[src/rtl/sensor_pkg.sv]
// sensor_pkg: shared state encoding, colour-bar palette and pixel packing for the DVP sensor model.
package sensor_pkg;
  typedef enum logic [2:0] {IDLE, VSYNC, VBACK, ACTIVE, VFRONT} state_t;
  localparam logic [15:0] BAR_COLORS [8] = '{
    16'hFFFF, 16'hFFE0, 16'h07FF, 16'h07E0, 16'hF81F, 16'hF800, 16'h001F, 16'h0000
  };
  function automatic logic [15:0] rgb888_to_565(input logic [23:0] c);
    return {c[23:19], c[15:10], c[7:3]};
  endfunction
endpackage

[src/rtl/sensor_timing_gen.sv]
// sensor_timing_gen: frame FSM, line/row counters, registered vsync/href and per-pixel load strobes.
module sensor_timing_gen
  import sensor_pkg::*;
#(
  parameter int H_ACTIVE    = 640,
  parameter int H_BLANK     = 16,
  parameter int V_ACTIVE    = 480,
  parameter int VSYNC_LINES = 4,
  parameter int V_BACK      = 8,
  parameter int V_FRONT     = 4
) (
  input  logic        clk,
  input  logic        rst_n,
  input  logic        en_i,
  output logic        vsync_o,
  output logic        href_o,
  output logic        pix_load_o,
  output logic        byte_lo_o,
  output logic        frame_start_o,
  output logic        frame_done_o,
  output logic [10:0] pix_idx_o
);
  localparam int L = 2 * H_ACTIVE + H_BLANK;
  state_t      st_q, st_d;
  logic [11:0] h_q, h_d, v_q, v_d;
  logic        vsync_q, vsync_d, href_q, href_d;
  logic        line_end, last_line;
  // Outputs are decoded from the next state so they line up with the state register.
  always_comb begin
    line_end  = h_q == 12'(L - 1);
    last_line = v_q == 12'(st_q == VSYNC ? VSYNC_LINES - 1 : st_q == VBACK ? V_BACK - 1 :
                           st_q == ACTIVE ? V_ACTIVE - 1 : V_FRONT - 1);
    st_d = st_q;
    h_d  = line_end ? 12'd0 : h_q + 12'd1;
    v_d  = line_end ? (last_line ? 12'd0 : v_q + 12'd1) : v_q;
    if (st_q == IDLE) begin
      st_d = en_i ? VSYNC : IDLE;
      h_d  = 12'd0;
      v_d  = 12'd0;
    end else if (line_end && last_line)
      st_d = st_q == VSYNC ? VBACK : st_q == VBACK ? ACTIVE : st_q == ACTIVE ? VFRONT :
             en_i ? VSYNC : IDLE;
    href_d        = st_d == ACTIVE && h_d < 12'(2 * H_ACTIVE);
    vsync_d       = st_d == VSYNC;
    pix_load_o    = href_d && !h_d[0];
    byte_lo_o     = href_d && h_d[0];
    pix_idx_o     = h_d[11:1];
    frame_start_o = st_d == VSYNC && (st_q == IDLE || st_q == VFRONT);
    frame_done_o  = st_q == VFRONT && line_end && last_line;
  end
  always_ff @(posedge clk or negedge rst_n)
    if (!rst_n) begin
      st_q    <= IDLE;
      h_q     <= '0;
      v_q     <= '0;
      vsync_q <= 1'b0;
      href_q  <= 1'b0;
    end else begin
      st_q    <= st_d;
      h_q     <= h_d;
      v_q     <= v_d;
      vsync_q <= vsync_d;
      href_q  <= href_d;
    end
  assign vsync_o = vsync_q;
  assign href_o  = href_q;
endmodule

[src/rtl/sensor_encode.sv]
// sensor_encode: DVP transmitter emitting RGB565 bytes from an RGB888 stream or internal colour bars.
module sensor_encode
  import sensor_pkg::*;
#(
  parameter int H_ACTIVE    = 640,
  parameter int H_BLANK     = 16,
  parameter int V_ACTIVE    = 480,
  parameter int VSYNC_LINES = 4,
  parameter int V_BACK      = 8,
  parameter int V_FRONT     = 4
) (
  input  logic        cmos_pclk_i,
  input  logic        rst_n_i,
  input  logic        enable_i,
  input  logic        pattern_en_i,
  input  logic [23:0] pix_rgb_i,
  input  logic        pix_valid_i,
  output logic        pix_ready_o,
  output logic        cmos_vsync_o,
  output logic        cmos_href_o,
  output logic [7:0]  cmos_data_o,
  output logic [15:0] frame_cnt_o,
  output logic        underflow_o
);
  localparam int BAR_W = H_ACTIVE / 8;
  logic        pix_load, byte_lo, frame_start, frame_done;
  logic [10:0] pix_idx;
  logic        mode_q, mode_d, uf_q, uf_d;
  logic [7:0]  data_q, data_d, lo_q, lo_d;
  logic [15:0] fc_q, fc_d, pix;
  sensor_timing_gen #(
    .H_ACTIVE(H_ACTIVE), .H_BLANK(H_BLANK), .V_ACTIVE(V_ACTIVE),
    .VSYNC_LINES(VSYNC_LINES), .V_BACK(V_BACK), .V_FRONT(V_FRONT)
  ) u_timing (
    .clk(cmos_pclk_i), .rst_n(rst_n_i), .en_i(enable_i),
    .vsync_o(cmos_vsync_o), .href_o(cmos_href_o),
    .pix_load_o(pix_load), .byte_lo_o(byte_lo),
    .frame_start_o(frame_start), .frame_done_o(frame_done), .pix_idx_o(pix_idx)
  );
  // The low byte of each pixel is parked in lo_q for the cycle after its high byte.
  always_comb begin
    pix_ready_o = pix_load && !mode_q;
    pix    = mode_q ? BAR_COLORS[3'(pix_idx / 11'(BAR_W))] :
             pix_valid_i ? rgb888_to_565(pix_rgb_i) : 16'h0000;
    data_d = pix_load ? pix[15:8] : byte_lo ? lo_q : 8'h00;
    lo_d   = pix_load ? pix[7:0] : lo_q;
    mode_d = frame_start ? pattern_en_i : mode_q;
    uf_d   = uf_q | (pix_ready_o & ~pix_valid_i);
    fc_d   = fc_q + 16'(frame_done);
  end
  always_ff @(posedge cmos_pclk_i or negedge rst_n_i)
    if (!rst_n_i) begin
      mode_q <= 1'b0;
      uf_q   <= 1'b0;
      data_q <= '0;
      lo_q   <= '0;
      fc_q   <= '0;
    end else begin
      mode_q <= mode_d;
      uf_q   <= uf_d;
      data_q <= data_d;
      lo_q   <= lo_d;
      fc_q   <= fc_d;
    end
  assign cmos_data_o = data_q;
  assign frame_cnt_o = fc_q;
  assign underflow_o = uf_q;
endmodule

[config.mk]
export PLATFORM = sky130hd
export DESIGN_NAME = sensor_encode
export DESIGN_NICKNAME = d
export VERILOG_FILES = /design/src/rtl/sensor_pkg.sv /design/src/rtl/sensor_timing_gen.sv /design/src/rtl/sensor_encode.sv
export SDC_FILE = /design/constraint.sdc
export NUM_CORES = 1
export LEC_CHECK = 0
export ABC_AREA = 1
export CORE_ASPECT_RATIO = 0.5
export CORE_MARGIN = 2
export CORE_UTILIZATION = 50
export CTS_BUF_LIST = sky130_fd_sc_hd__clkbuf_8
export CTS_CLUSTER_SIZE = 16
export DETAILED_ROUTE_END_ITERATION = 16
export PLACE_DENSITY_LB_ADDON = 0.12
export SLEW_MARGIN = 5
export SYNTH_ARGS = -nofsm -noshare
export SYNTH_HDL_FRONTEND = slang
export SYNTH_HIERARCHICAL = 1
export SYNTH_SLANG_ARGS = --single-unit
[constraint.sdc]
create_clock -name cmos_pclk_i -period 7.5 [get_ports cmos_pclk_i]
set_clock_uncertainty 0.1 [all_clocks]
set_input_delay 2.25 -clock cmos_pclk_i [delete_from_list [all_inputs] [get_ports cmos_pclk_i]]
set_output_delay 2.25 -clock cmos_pclk_i [all_outputs]
set_load 0.05 [all_outputs]
==> metrics <==
Layout Nets 531; setup slack, reg-to-reg 4.29 ns; Cell Area, Synth 0.00351 mm^2; CP Class primary input to primary output; row count 21; hold_buf cts 0; CTS resizes 0; critical path required time 5.15 ns; worst hold endpoint frame_cnt_o[15]; critical path fanouts, max 15; setup bufs post-CTS 0; crit share post-route 85.4%; area grow syn2layout 20.0%; Hold Fails Final Rpt 0; R2R Path End frame_cnt_o[14]; H-tree depth 3; final instance area 0.00421 mm^2; worst skew pair latency 0.35 ns; commonest non-fill, non-tap cell in the layout nand2_1; maximum clock path buffer count 2; WHS Path Cells 1; CP Launch Type primary input; DRT Wirelength 7.05 mm; fin. max-slew vios 0; DR vias/cell 5.03; Initial DRT Pass Iterations 4; r2r startpoint u_timing/v_q[0]; clk sink count 63; CTS buffer count 9; # IOs 57; Chip Width 123 um; initial antenna violation count 0; worst vdd ir 0.0788 mV; first-pass GRT wire length 12.6 mm; die height 63.3 um; DP Area 0.00405 mm^2; I/O Buffers 48; endpoint class of the critical path primary output; outcome finished clean; Worst Reg-to-Reg Cells 16; TritonCTS clock tree yes; initial core utilization 52.2%; CORE AREA 0.00673 mm^2; vias in the first global route 2808; Reg clk slew, reported paths 0.06 ns; CTS root buffer clkbuf_8; First DRT Iteration DRCs 170; DPL Wire Length 5.14 mm; max-cap viol count 0; Final min period 6.41 ns; CP arrival 4.06 ns; Fmax achieved 156 MHz; ant diodes 0; final setup vio count 0; Post-Syn Area per Cell 7.85 um^2; pin count of the biggest net entering global routing 64; setup_tns 0 ns; HP Start frame_cnt_o[15]; DRC 0; worst slew pin tran 0.791 ns; Mapped Nets 480; slew margin rel. 47.2%; Pwr Density 146 mW/mm^2; setup repair after global routing missed its margin no; routed vias 2990; post-route ant nets 0; leading cell types in the layout, fill and taps excluded nand2_1, dfrtp_1, clkdlybuf4s50_1; Mapped Cells 447; P_leak 2.12 nW; Routed WL per cell 11.9 um; aggregate global routing overflow 0; Total GRT Usage 21.0%; Hold Path Class register to register; YS warnings 6; layout cells sized above 1 10.5%; die area 0.00775 mm^2; GP Congestion 0.820
per-layer routing:
metal | GRT usage, % | up-vias | wire length [um] | part of all wire, %
li1 | - | 1538 | - | -
met1 | 28.7 | 1389 | 3550 | 50
met2 | 31.5 | 57 | 3110 | 44
met3 | 7.25 | 6 | 331 | 4.7
met4 | 6.03 | 0 | 61 | 0.87
met5 | 0 | - | 0 | 0
critical path: stages:
cell and delay [ns]:
clkdlybuf4s50_1 0.45, inv_1 0.05, a21oi_1 0.14, nand4_1 0.11
nand3_1 0.13, nand3_2 0.11, nor3_2 0.12, buf_4 0.22
clkinv_1 0.10, nor2_1 0.20, buf_12 0.17
where the power goes:
part | switching (mW) | leakage [nW] | total [mW] | internal [mW]
combinational | 0.0128 | 1.17 | 0.0241 | 0.0113
sequential | 0.000307 | 0.853 | 0.340 | 0.340
clock | 0.135 | 0.0939 | 0.252 | 0.117
total | 0.148 | 2.12 | 0.616 | 0.468
area by class of cell:
type                    instances  area, um^2
clock buffers                   9         124
fillers                       621        2510
well taps                      92         115
clock inverters                 7        41.3
flip-flops and latches         63        1580
multi-input cells             325        1670
repair buffers                 51         508
inverters                      48         180
registers in the layout (all words and copies together) (netlist names):
name              count
u_timing/vsync_o      1
u_timing/h_q         12
lo_q                  8
mode_q                1
frame_cnt_o          16
u_timing/href_o       1
u_timing/v_q         12
underflow_o           1
cmos_data_o           8
u_timing/st_q         3
through the flow:
| step | total power, mW | hold WS [ns] | utilization, % | setup WS (ns) | std cells |
|---|---|---|---|---|---|
| final | 0.616 | 0.374 | 62.6 | 1.09 | 595 |
| after global routing | 0.644 | 0.404 | 62.6 | 0.979 | 595 |
| after CTS | 0.627 | 0.379 | 62.6 | 1.07 | 595 |
| after detailed placement | 0.372 | 0.363 | 60.2 | 1.10 | 579 |
| after global placement | 0.371 | 0.361 | 60.2 | 1.14 | 579 |
| after floorplan | 0.353 | 0.338 | - | 1.02 | 447 |
how the worst max path moves through the flow:
stage | startpoint | to | slack (ns) | depth (start not counted)
final | enable_i | pix_ready_o | 1.09 | 11
after global routing | enable_i | pix_ready_o | 0.98 | 11
after CTS | enable_i | pix_ready_o | 1.07 | 11
after detailed placement | enable_i | pix_ready_o | 1.10 | 11
after global placement | enable_i | pix_ready_o | 1.14 | 11
after floorplan | enable_i | pix_ready_o | 1.02 | 9
(Power assumes the default switching activity.)
